<file path="config.mk">
export PLATFORM = sky130hd
export DESIGN_NAME = core_issue_ctrl
export DESIGN_NICKNAME = d
export VERILOG_FILES = /design/src/rtl/core_pkg.sv /design/src/rtl/core_scoreboard.sv /design/src/rtl/core_issue_ctrl.sv
export SDC_FILE = /design/constraint.sdc
export NUM_CORES = 1
export LEC_CHECK = 0
export ABC_AREA = 0
export CAP_MARGIN = 10
export CORE_MARGIN = 8
export CORE_UTILIZATION = 35
export DETAILED_ROUTE_END_ITERATION = 6
export DONT_BUFFER_PORTS = 1
export HOLD_SLACK_MARGIN = 0.03
export PLACE_DENSITY = 0.55
export SKIP_LAST_GASP = 1
export SLEW_MARGIN = 20
export SYNTH_ARGS = -nofsm -noshare
export SYNTH_HDL_FRONTEND = slang
export SYNTH_SLANG_ARGS = --single-unit
</file>
<file path="constraint.sdc">
create_clock -name CLK -period 4.9 [get_ports CLK]
set_input_delay 0.98 -clock CLK [delete_from_list [all_inputs] [get_ports CLK]]
set_output_delay 0.98 -clock CLK [all_outputs]
set_load 0.005 [all_outputs]
</file>
<file path="src/rtl/core_pkg.sv">
// Shared definitions for the issue controller: register index width, instruction
// class bit positions, FSM states and the per-class operand/unit decode.
package core_pkg;

  localparam int REG_W = 5;
  localparam int CLS_W = 6;

  // Bit positions inside the one-hot class vector assembled by the controller.
  localparam int CIDX_ALU   = 0;
  localparam int CIDX_BR    = 1;
  localparam int CIDX_LOAD  = 2;
  localparam int CIDX_STORE = 3;
  localparam int CIDX_FPU   = 4;
  localparam int CIDX_IO    = 5;

  typedef logic [CLS_W-1:0] cls_vec_t;

  typedef enum logic [0:0] {
    ST_RUN   = 1'b0,
    ST_DRAIN = 1'b1
  } state_e;

  typedef struct packed {
    logic use_rs1;
    logic use_rs2;
    logic use_rd;
    logic long_op;
    logic alu_unit;
    logic lsu_unit;
    logic fpu_unit;
    logic io_unit;
  } cls_info_t;

  function automatic cls_info_t cls_decode(input cls_vec_t c);
    cls_info_t info;
    info.use_rs1  = c[CIDX_ALU] | c[CIDX_BR] | c[CIDX_LOAD] | c[CIDX_STORE] | c[CIDX_FPU];
    info.use_rs2  = c[CIDX_ALU] | c[CIDX_BR] | c[CIDX_STORE] | c[CIDX_FPU];
    info.use_rd   = c[CIDX_ALU] | c[CIDX_LOAD] | c[CIDX_FPU];
    info.long_op  = c[CIDX_LOAD] | c[CIDX_FPU];
    info.alu_unit = c[CIDX_ALU] | c[CIDX_BR];
    info.lsu_unit = c[CIDX_LOAD] | c[CIDX_STORE];
    info.fpu_unit = c[CIDX_FPU];
    info.io_unit  = c[CIDX_IO];
    return info;
  endfunction

endpackage

</file>
<file path="src/rtl/core_scoreboard.sv">
// One register file's busy vector: set on long-op issue, clear on writeback,
// with a same-cycle writeback bypass on the three lookup ports.
module core_scoreboard
  import core_pkg::*;
#(
  parameter int NUM_REGS = 32,
  parameter bit ZERO_REG = 1'b0
) (
  input  logic             clk_i,
  input  logic             rst_i,
  input  logic             set_en_i,
  input  logic [REG_W-1:0] set_idx_i,
  input  logic             clr_en_i,
  input  logic [REG_W-1:0] clr_idx_i,
  input  logic [REG_W-1:0] rs1_idx_i,
  input  logic [REG_W-1:0] rs2_idx_i,
  input  logic [REG_W-1:0] rd_idx_i,
  output logic             rs1_busy_o,
  output logic             rs2_busy_o,
  output logic             rd_busy_o,
  output logic             clr_hit_o
);

  logic [NUM_REGS-1:0] sb_q;
  logic [NUM_REGS-1:0] sb_d;
  logic [NUM_REGS-1:0] set_mask;
  logic [NUM_REGS-1:0] clr_mask;

  // A register being written back this cycle is already free for the consumer.
  assign rs1_busy_o = sb_q[rs1_idx_i] && !(clr_en_i && clr_idx_i == rs1_idx_i)
                      && !(ZERO_REG && rs1_idx_i == '0);
  assign rs2_busy_o = sb_q[rs2_idx_i] && !(clr_en_i && clr_idx_i == rs2_idx_i)
                      && !(ZERO_REG && rs2_idx_i == '0);
  assign rd_busy_o  = sb_q[rd_idx_i] && !(clr_en_i && clr_idx_i == rd_idx_i)
                      && !(ZERO_REG && rd_idx_i == '0);
  assign clr_hit_o  = sb_q[clr_idx_i];

  always_comb begin
    // NOTE: every always_comb output gets a default first so no path infers a latch.
    set_mask = '0;
    clr_mask = '0;
    if (set_en_i && !(ZERO_REG && set_idx_i == '0)) set_mask[set_idx_i] = 1'b1;
    if (clr_en_i) clr_mask[clr_idx_i] = 1'b1;
    sb_d = (sb_q & ~clr_mask) | set_mask;
  end

  always_ff @(posedge clk_i) begin
    // NOTE: this is a flop vector, not a RAM, so it is reset; a stale busy bit would wedge decode.
    if (rst_i) sb_q <= '0;
    else       sb_q <= sb_d;
  end

endmodule

</file>
<file path="src/rtl/core_issue_ctrl.sv">
// Issue controller between decode and the execution units: scoreboard hazard stalls,
// outstanding long-op accounting, IO serialization by draining, and flush handling.
module core_issue_ctrl
  import core_pkg::*;
#(
  parameter int NUM_REGS = 32,
  parameter int MAX_OUT  = 4,
  parameter int CNT_W    = 3
) (
  input  logic             CLK,
  input  logic             RST,
  input  logic             DEC_VALID,
  output logic             DEC_READY,
  input  logic [REG_W-1:0] RD_NUM,
  input  logic [REG_W-1:0] RS1_NUM,
  input  logic [REG_W-1:0] RS2_NUM,
  input  logic             RD_FP,
  input  logic             RS1_FP,
  input  logic             RS2_FP,
  input  logic             CLS_ALU,
  input  logic             CLS_BR,
  input  logic             CLS_LOAD,
  input  logic             CLS_STORE,
  input  logic             CLS_FPU,
  input  logic             CLS_IO,
  input  logic             LSU_READY,
  input  logic             FPU_READY,
  input  logic             WB_VALID,
  input  logic [REG_W-1:0] WB_RD,
  input  logic             WB_FP,
  input  logic             FLUSH,
  output logic             ISSUE_ALU,
  output logic             ISSUE_LSU,
  output logic             ISSUE_FPU,
  output logic             ISSUE_IO,
  output logic [REG_W-1:0] ISSUE_RD,
  output logic [CNT_W-1:0] OUT_CNT,
  output logic             ERR
);

  cls_vec_t  cls;
  cls_info_t info;

  state_e state_q, state_d;
  logic [CNT_W-1:0] out_cnt_q, out_cnt_d;
  logic             err_q, err_d;
  logic             issue_alu_q, issue_lsu_q, issue_fpu_q, issue_io_q;
  logic [REG_W-1:0] issue_rd_q;

  logic int_rs1_busy, int_rs2_busy, int_rd_busy, int_clr_hit;
  logic fp_rs1_busy, fp_rs2_busy, fp_rd_busy, fp_clr_hit;
  logic rs1_busy, rs2_busy, rd_busy;
  logic hazard, unit_ok, cnt_full, accept, sb_set, cnt_inc, cnt_dec, wb_nonbusy;

  assign cls  = {CLS_IO, CLS_FPU, CLS_STORE, CLS_LOAD, CLS_BR, CLS_ALU};
  assign info = cls_decode(cls);

  assign sb_set = accept && info.long_op;

  core_scoreboard #(.NUM_REGS(NUM_REGS), .ZERO_REG(1'b1)) u_int_sb (
    .clk_i      (CLK),
    .rst_i      (RST),
    .set_en_i   (sb_set && !RD_FP),
    .set_idx_i  (RD_NUM),
    .clr_en_i   (WB_VALID && !WB_FP),
    .clr_idx_i  (WB_RD),
    .rs1_idx_i  (RS1_NUM),
    .rs2_idx_i  (RS2_NUM),
    .rd_idx_i   (RD_NUM),
    .rs1_busy_o (int_rs1_busy),
    .rs2_busy_o (int_rs2_busy),
    .rd_busy_o  (int_rd_busy),
    .clr_hit_o  (int_clr_hit)
  );

  core_scoreboard #(.NUM_REGS(NUM_REGS), .ZERO_REG(1'b0)) u_fp_sb (
    .clk_i      (CLK),
    .rst_i      (RST),
    .set_en_i   (sb_set && RD_FP),
    .set_idx_i  (RD_NUM),
    .clr_en_i   (WB_VALID && WB_FP),
    .clr_idx_i  (WB_RD),
    .rs1_idx_i  (RS1_NUM),
    .rs2_idx_i  (RS2_NUM),
    .rd_idx_i   (RD_NUM),
    .rs1_busy_o (fp_rs1_busy),
    .rs2_busy_o (fp_rs2_busy),
    .rd_busy_o  (fp_rd_busy),
    .clr_hit_o  (fp_clr_hit)
  );

  assign rs1_busy = RS1_FP ? fp_rs1_busy : int_rs1_busy;
  assign rs2_busy = RS2_FP ? fp_rs2_busy : int_rs2_busy;
  assign rd_busy  = RD_FP  ? fp_rd_busy  : int_rd_busy;

  assign hazard   = (info.use_rs1 && rs1_busy) || (info.use_rs2 && rs2_busy)
                    || (info.use_rd && rd_busy);
  assign unit_ok  = info.lsu_unit ? LSU_READY : (info.fpu_unit ? FPU_READY : 1'b1);
  assign cnt_full = (out_cnt_q == CNT_W'(MAX_OUT));

  always_comb begin
    state_d   = state_q;
    DEC_READY = 1'b0;
    unique case (state_q)
      ST_RUN: begin
        DEC_READY = !FLUSH && !hazard && unit_ok && !(info.long_op && cnt_full)
                    && !info.io_unit;
        if (!FLUSH && DEC_VALID && info.io_unit) state_d = ST_DRAIN;
      end
      ST_DRAIN: begin
        DEC_READY = (out_cnt_q == '0) && !FLUSH;
        if (FLUSH)                       state_d = ST_RUN;
        else if (DEC_VALID && DEC_READY) state_d = ST_RUN;
      end
      default: state_d = ST_RUN;
    endcase
  end

  assign accept = DEC_VALID && DEC_READY;

  // x0 loads carry no scoreboard bit, so an int x0 writeback is not treated as stray.
  assign cnt_inc    = sb_set;
  assign cnt_dec    = WB_VALID && (out_cnt_q != '0);
  assign wb_nonbusy = WB_FP ? !fp_clr_hit : (!int_clr_hit && (WB_RD != '0));

  always_comb begin
    out_cnt_d = out_cnt_q;
    if (cnt_inc && !cnt_dec)      out_cnt_d = out_cnt_q + CNT_W'(1);
    else if (!cnt_inc && cnt_dec) out_cnt_d = out_cnt_q - CNT_W'(1);
    err_d = err_q | (WB_VALID && ((out_cnt_q == '0) || wb_nonbusy));
  end

  always_ff @(posedge CLK) begin
    // NOTE: sequential state uses non-blocking assignments so all flops update from pre-edge values.
    if (RST) begin
      state_q     <= ST_RUN;
      out_cnt_q   <= '0;
      err_q       <= 1'b0;
      issue_alu_q <= 1'b0;
      issue_lsu_q <= 1'b0;
      issue_fpu_q <= 1'b0;
      issue_io_q  <= 1'b0;
      issue_rd_q  <= '0;
    end else begin
      state_q     <= state_d;
      out_cnt_q   <= out_cnt_d;
      err_q       <= err_d;
      issue_alu_q <= accept && info.alu_unit;
      issue_lsu_q <= accept && info.lsu_unit;
      issue_fpu_q <= accept && info.fpu_unit;
      issue_io_q  <= accept && info.io_unit;
      if (accept) issue_rd_q <= RD_NUM;
    end
  end

  assign ISSUE_ALU = issue_alu_q;
  assign ISSUE_LSU = issue_lsu_q;
  assign ISSUE_FPU = issue_fpu_q;
  assign ISSUE_IO  = issue_io_q;
  assign ISSUE_RD  = issue_rd_q;
  assign OUT_CNT   = out_cnt_q;
  assign ERR       = err_q;

endmodule

</file>
Word level (Yosys, flattened, before mapping)
Index checks and enable logic that the tools add are counted.
- flip-flop bits (word level): 78
- output and inout port bits: 14
- logic and storage cells: 151
- bits of input ports: 37
- reduce and logical (&&, ||, !) cells: 74
- eq/ne operators: 4
- bitwise logic cells: 18
- order comparisons: 6
- add/subtract/negate cells: 2
- muxes and demuxes: 37
- operators by type and width (cell ; number):
    $mux W32 ; 4
    $and A32 B32 Y32 ; 2
    $not A32 Y32 ; 2
    $or A32 B32 Y32 ; 2
    $logic_and A1 B1 Y1 ; 45
    $bmux W1 S5 ; 8
    $lt A5 B6 Y1 const B ; 4
    $logic_not A1 Y1 ; 19
    $mux W1 ; 19
    $eq A5 B5 Y1 ; 3
    $logic_not A5 Y1 ; 3
    $or A1 B1 Y1 ; 11
    $demux W1 S5 ; 2
    $ge A5 B1 Y1 const B ; 2
    $mux W3 ; 2
    $reduce_bool A5 Y1 ; 1
    $pmux W1 S2 ; 2
    $add A3 B1 Y3 const B ; 1
    $eq A3 B3 Y1 const B ; 1
    $logic_not A3 Y1 ; 1
    $logic_or A1 B1 Y1 ; 3
    $reduce_bool A3 Y1 ; 1
    $sub A3 B1 Y3 const B ; 1
    $reduce_bool A2 Y1 ; 1
    $not A1 Y1 ; 1

Depth between registers and ports, before layout
- depth in word-level cells: 22
- mapped depth: 18
- gate-level depth less buffers: 14

Modules after synthesis
From an unflattened synthesis, not the netlist that was laid out.
- cell total of the unflattened synthesis: 672
- area total of the unflattened synthesis: 6077.1 um^2
- by module, submodules not included (module ; cells each ; times used ; area each (um^2) ; seq. area each (um^2)):
    core_scoreboard at u_fp_sb ; 289 ; 1 ; 2648.8 ; 640.6
    core_scoreboard at u_int_sb ; 296 ; 1 ; 2606.2 ; 640.6
    core_issue_ctrl ; 87 ; 1 ; 822.0 ; 280.3

Worst setup path before layout
OpenSTA, ideal clock, no wires.
- path kind: input -> register
- start: input RD_NUM[1]
- end: register out_cnt_q[2], in the netlist OUT_CNT[2]
- setup time: 70 ps
- required time: 4830 ps
- slack: 393 ps
- stages: 17
- arrival: 4437 ps
- path buffers: 3
- cell sequence: clkbuf_1 buf_2 mux4_2 mux4_2 mux2_2 o2111ai_1 nand3_1 nor3_4 o21ai_1 buf_2 nor2_1 ha_1 inv_1 fa_1 xor2_1 or3_1 a21oi_1
- word-level cells in the longest chain between the ends: 19
- elaborated cells between the ends (all ways): 30
- classes of those cells: eq/ne (1); mux (7); reduce/logical (22)
- ends and longest elaborated chain (element ; line ; RTL):
    start: declaration ; core_issue_ctrl.sv:14 ; input logic [REG_W-1:0] RD_NUM,
    branches (longest 5 deep; another with $bmux W1 S5) ; -- ;
    $mux W1 (*) ; core_issue_ctrl.sv:94 ; assign rd_busy = RD_FP ? fp_rd_busy : int_rd_busy;
    $logic_and A1 B1 Y1 (*) ; core_issue_ctrl.sv:97 ; || (info.use_rd && rd_busy);
    $logic_or A1 B1 Y1 (*) ; core_issue_ctrl.sv:97 ;
    $logic_not A1 Y1 (*) ; core_issue_ctrl.sv:106 ; DEC_READY = !FLUSH && !hazard && unit_ok && !(info.long_op && cnt_full)
    $logic_and A1 B1 Y1 (*) (3 in a row) ; core_issue_ctrl.sv:106 ;
    $logic_and A1 B1 Y1 (*) ; core_issue_ctrl.sv:107 ; && !info.io_unit;
    $pmux W1 S2 (*) ; core_issue_ctrl.sv:104 ; unique case (state_q)
    $logic_and A1 B1 Y1 (*) ; core_issue_ctrl.sv:119 ; assign accept = DEC_VALID && DEC_READY;
    $logic_and A1 B1 Y1 (*) ; core_issue_ctrl.sv:58 ; assign sb_set = accept && info.long_op;
    $logic_not A1 Y1 ; core_issue_ctrl.sv:129 ; else if (!cnt_inc && cnt_dec) out_cnt_d = out_cnt_q - CNT_W'(1);
    $logic_and A1 B1 Y1 ; core_issue_ctrl.sv:129 ;
    $reduce_bool A2 Y1 (no source line) ; -- ;
    end signal: assignment ; core_issue_ctrl.sv:146 ; out_cnt_q <= out_cnt_d;
    end: declaration ; core_issue_ctrl.sv:45 ; logic [CNT_W-1:0] out_cnt_q, out_cnt_d;
Mark *: on every way between the ends. The select of a mux whose other input is x is not followed.
A chain may end at the register's enable or synchronous reset.

Worst setup path in the final report
- start: input RD_NUM[0]
- end: output DEC_READY
- word-level cells in the longest chain between the ends: 14
- elaborated cells between the ends (all ways): 23
- classes of those cells: eq/ne (1); mux (6); reduce/logical (16)
- ends and longest elaborated chain (element ; line ; RTL):
    branches (longest 5 deep; another with $bmux W1 S5) ; -- ;
    $mux W1 (*) ; core_issue_ctrl.sv:94 ;
    $logic_and A1 B1 Y1 (*) ; core_issue_ctrl.sv:97 ;
    $logic_or A1 B1 Y1 (*) ; core_issue_ctrl.sv:97 ;
    $logic_not A1 Y1 (*) ; core_issue_ctrl.sv:106 ;
    $logic_and A1 B1 Y1 (*) (3 in a row) ; core_issue_ctrl.sv:106 ;
    $logic_and A1 B1 Y1 (*) ; core_issue_ctrl.sv:107 ;
    $pmux W1 S2 (*) ; core_issue_ctrl.sv:104 ;
    end: declaration ; core_issue_ctrl.sv:13 ; output logic DEC_READY,
Marked as above.

==> run summary <==
The flow ran to the end, but the final reports show violations. The final reports fail on design-rule violations. Non-filler instance count after layout: 838. The summed instance area of the synthesized netlist was 5887 µm²; the count of unresolved DRC violations after routing was 16. From left edge to right edge, the die measures 145.7 µm. Synthesized netlist cell count: 649. The floorplan has 47 rows.

The worst hold path depth is 2, and the clock latency on the worst-skew pair is 360 ps. Sorting the synthesized cells by area gives the leading types as dfxtp_1, mux4_2, o21ai_0. For the worst clock skew, the log shows 6.950 ps. The area growth from synthesis to layout is 7.184%. The logs give 0.2652 for the sequential-to-total area share from yosys stat and 15,280 µm for the half-perimeter wire length after placement. The tools report the synthesized net count as 688. The worst register-to-register path ends at OUT_CNT[2]. Ranked by instance count, the synthesized netlist is headed by o21ai_0, dfxtp_1, nand2_1.

The post-synthesis sequential element count is 78. For this run, the number of Yosys warnings is 0. Dominant register cell in the synthesized netlist: dfxtp_1. Data on the critical path is required at its endpoint by 3920 ps. The startpoint of the lowest-slack register-to-register path was u_int_sb.sb_q[15]. The buffer depth of the longest clock path was 2; the worst setup margin was 897.1 ps. The cell count of the worst reg-to-reg path is 14. The tool flagged a number of max-cap violations equal to 0. The most used standard cell by instance count after synthesis is o21ai_0. In this run the worst path has a maximum fanout of 18.

For this design the static power due to leakage is 0.002018 µW. The final critical delay including setup and external delays works out to 4003 ps. STA classifies the critical path startpoint as an input port. The logs give 51 for the I/O pin total and 0 for the number of buffers added to fix hold violations after cts. The worst setup slack after placement is 734.7 ps. Setup repair after global routing left no endpoint under its margin. The number of antenna violations at the first check in global routing was 0; the effective utilization at floorplan was 0.3563. The number of global-route vias before repair was 5,254.

The run gives 0.3201 as the worst slew slack as a fraction of its limit. The net count of the finished layout is 652. The tools report the maximum operating frequency as 249.8 MHz. After clock tree synthesis, the clock-pin slew on the worst setup and hold paths is 60 ps.

The fraction of registers with async set or reset after synthesis is 0, and the quantity of I/O buffers inserted on ports is 0. The overall via count from detail_route came out at 5,425. Final antenna-violating net count: 0.

Clock tree synthesis selected as its root buffer the cell clkbuf_16. The number of antenna diodes in the final layout is 0. The worst hold path begins at u_int_sb.sb_q[0]. The tools report the type of element capturing the critical path as an output pin. For the post-CTS setup buffer count, the log shows 0.

The chip height was 145.7 µm; the number of enable flip-flop cells after synthesis was 0. The first detailed-routing pass ran for 7 iterations. After clock tree synthesis, the repair step resized 0 gates.

The post-synthesis area per instance was 9.071 µm². Number of placed cells counting well taps: 822. The total global-route track usage is 0.1981. At the pin with the least slew margin, the transition time is 1012 ps.

The first global-routing pass estimated 32,710 µm of wire. Class of the most critical setup path: in -> out. Summing internal, switching and leakage power gives 1587 µW. The number of slew-limit violations in the final report was 0; the share of cells above drive strength 1 was 0.1553.

The H-tree was split into 3 levels. STA puts the critical path data arrival time at 3020 ps. The period utilization was 0.8169. The final count of hold timing violations came out at 0. In this run the worst hold path is classified as reg -> reg. The power per cell area is 251.4 nW/µm². Floorplan die area: 21,230 µm².

The tools report the sum of routed wire length over all layers as 21,180 µm. VDD sags by at most 0.1615 mV. Clock tree synthesis found a total of 78 sinks. Entering global routing, the biggest net connects 91 pins. The run gives 5983 µm² as the cell area after placement. Setup violations remaining at the end of the flow were counted as 0. The floorplan step defined a core boundary enclosing 16,520 µm². Dividing the detail-routed wire length by the instance count gives 25.27 µm.

The average via count per standard cell works out to 6.474. The synthesized design spends more area on one cell type than any other, namely dfxtp_1. For this run the aggregate overflow at the end of global routing stands at 0. The post-synthesis cell type count was 50; the filler cell count was 1,683. The reg2reg setup slack was 1390 ps. The worst hold path terminates at u_int_sb.sb_q[0].

TritonCTS built the clock tree. After routing, the total negative slack on setup checks comes to 0 ps. In this run, CTS created clock tree buffers numbering 9. The tools report the first-iteration detailed-routing DRC count as 608. The congestion estimate from routability-driven global placement came to 0.9261.

The finished cells cover 6310 µm². The share of Yosys cell area claimed by the top area cell type came out at 0.2652.
[stage by stage]
stage               hold WS [ps]  utilization
global route               501.8       0.3818
detailed placement         490.0       0.3621
CTS                        499.7       0.3815
floorplan                  424.1            -
finish                     495.5       0.3818
global placement           459.8       0.3621
[worst max-delay path: stages]
cell,delay (ps)
mux4_2,480
mux4_2,480
mux2_2,290
o2111ai_1,90
nand3_1,140
nor3_4,150
buf_4,240
or2_2,150
[metal layers]
layer / up-vias / global-route usage / share of wire
li1: 2397 / - / -
met5: - / 0 / 0
met3: 38 / 0.06126 / 0.10
met2: 266 / 0.3005 / 0.46
met4: 0 / 0.08433 / 0.026
met1: 2724 / 0.2553 / 0.42
[worst max-delay path by stage]
stage	start	slack, ps	cells after the start	endpoint
6_report	RD_NUM[0]	900	8	DEC_READY
5_1_grt	RD_NUM[0]	800	8	DEC_READY
4_1_cts	RD_NUM[0]	900	8	DEC_READY
3_5_place_dp	RD_NUM[0]	730	14	OUT_CNT[2]
3_3_place_gp	RD_NUM[0]	810	14	OUT_CNT[2]
2_1_floorplan	RD_NUM[1]	390	17	OUT_CNT[2]
[sequential cells by signal (all words and copies together) (netlist names)]
name           cells
ERR                1
ISSUE_ALU          1
ISSUE_FPU          1
ISSUE_IO           1
ISSUE_LSU          1
ISSUE_RD           5
OUT_CNT            3
state_q            1
u_fp_sb.sb_q      32
u_int_sb.sb_q     32
[layout make-up]
cell class / count / area (µm²) / area share
Clock buffer: 14 / 284.0 / 0.04501
Sequential cell: 78 / 1562 / 0.2475
Timing Repair Buffer: 3 / 22.52 / 0.003569
Tap cell: 220 / 275.3 / 0.04362
Inverter: 5 / 18.77 / 0.002974
Multi-Input combinational cell: 516 / 4110 / 0.6514
Clock inverter: 2 / 37.54 / 0.005949
[report_power, final]
part	switching, µW	internal (µW)
logic	95.3	86.3
clock network	291	451
registers	17.3	646
total	403	1180
[layout by cell type (no fill, tap or decap), types with 14 or more instances in the layout]
master,count
nand2_1,62
o41ai_1,15
o21ai_0,86
mux2i_1,20
nor2_1,27
xor2_1,15
mux4_2,53
nand3b_1,36
nor3_1,14
nor2b_1,44
nand3_1,16
dfxtp_1,78
[cells by family after synthesis]
group / share of synthesized area
AND/OR/NAND/NOR: 0.2457
AO/OA/AOI/OAI: 0.1717
multiplexers: 0.2482
flip-flops: 0.2653
buffers and inverters: 0.03826
XOR/XNOR: 0.02529
adder cells (fa/ha/maj): 0.005526
(Power assumes the default switching activity.)
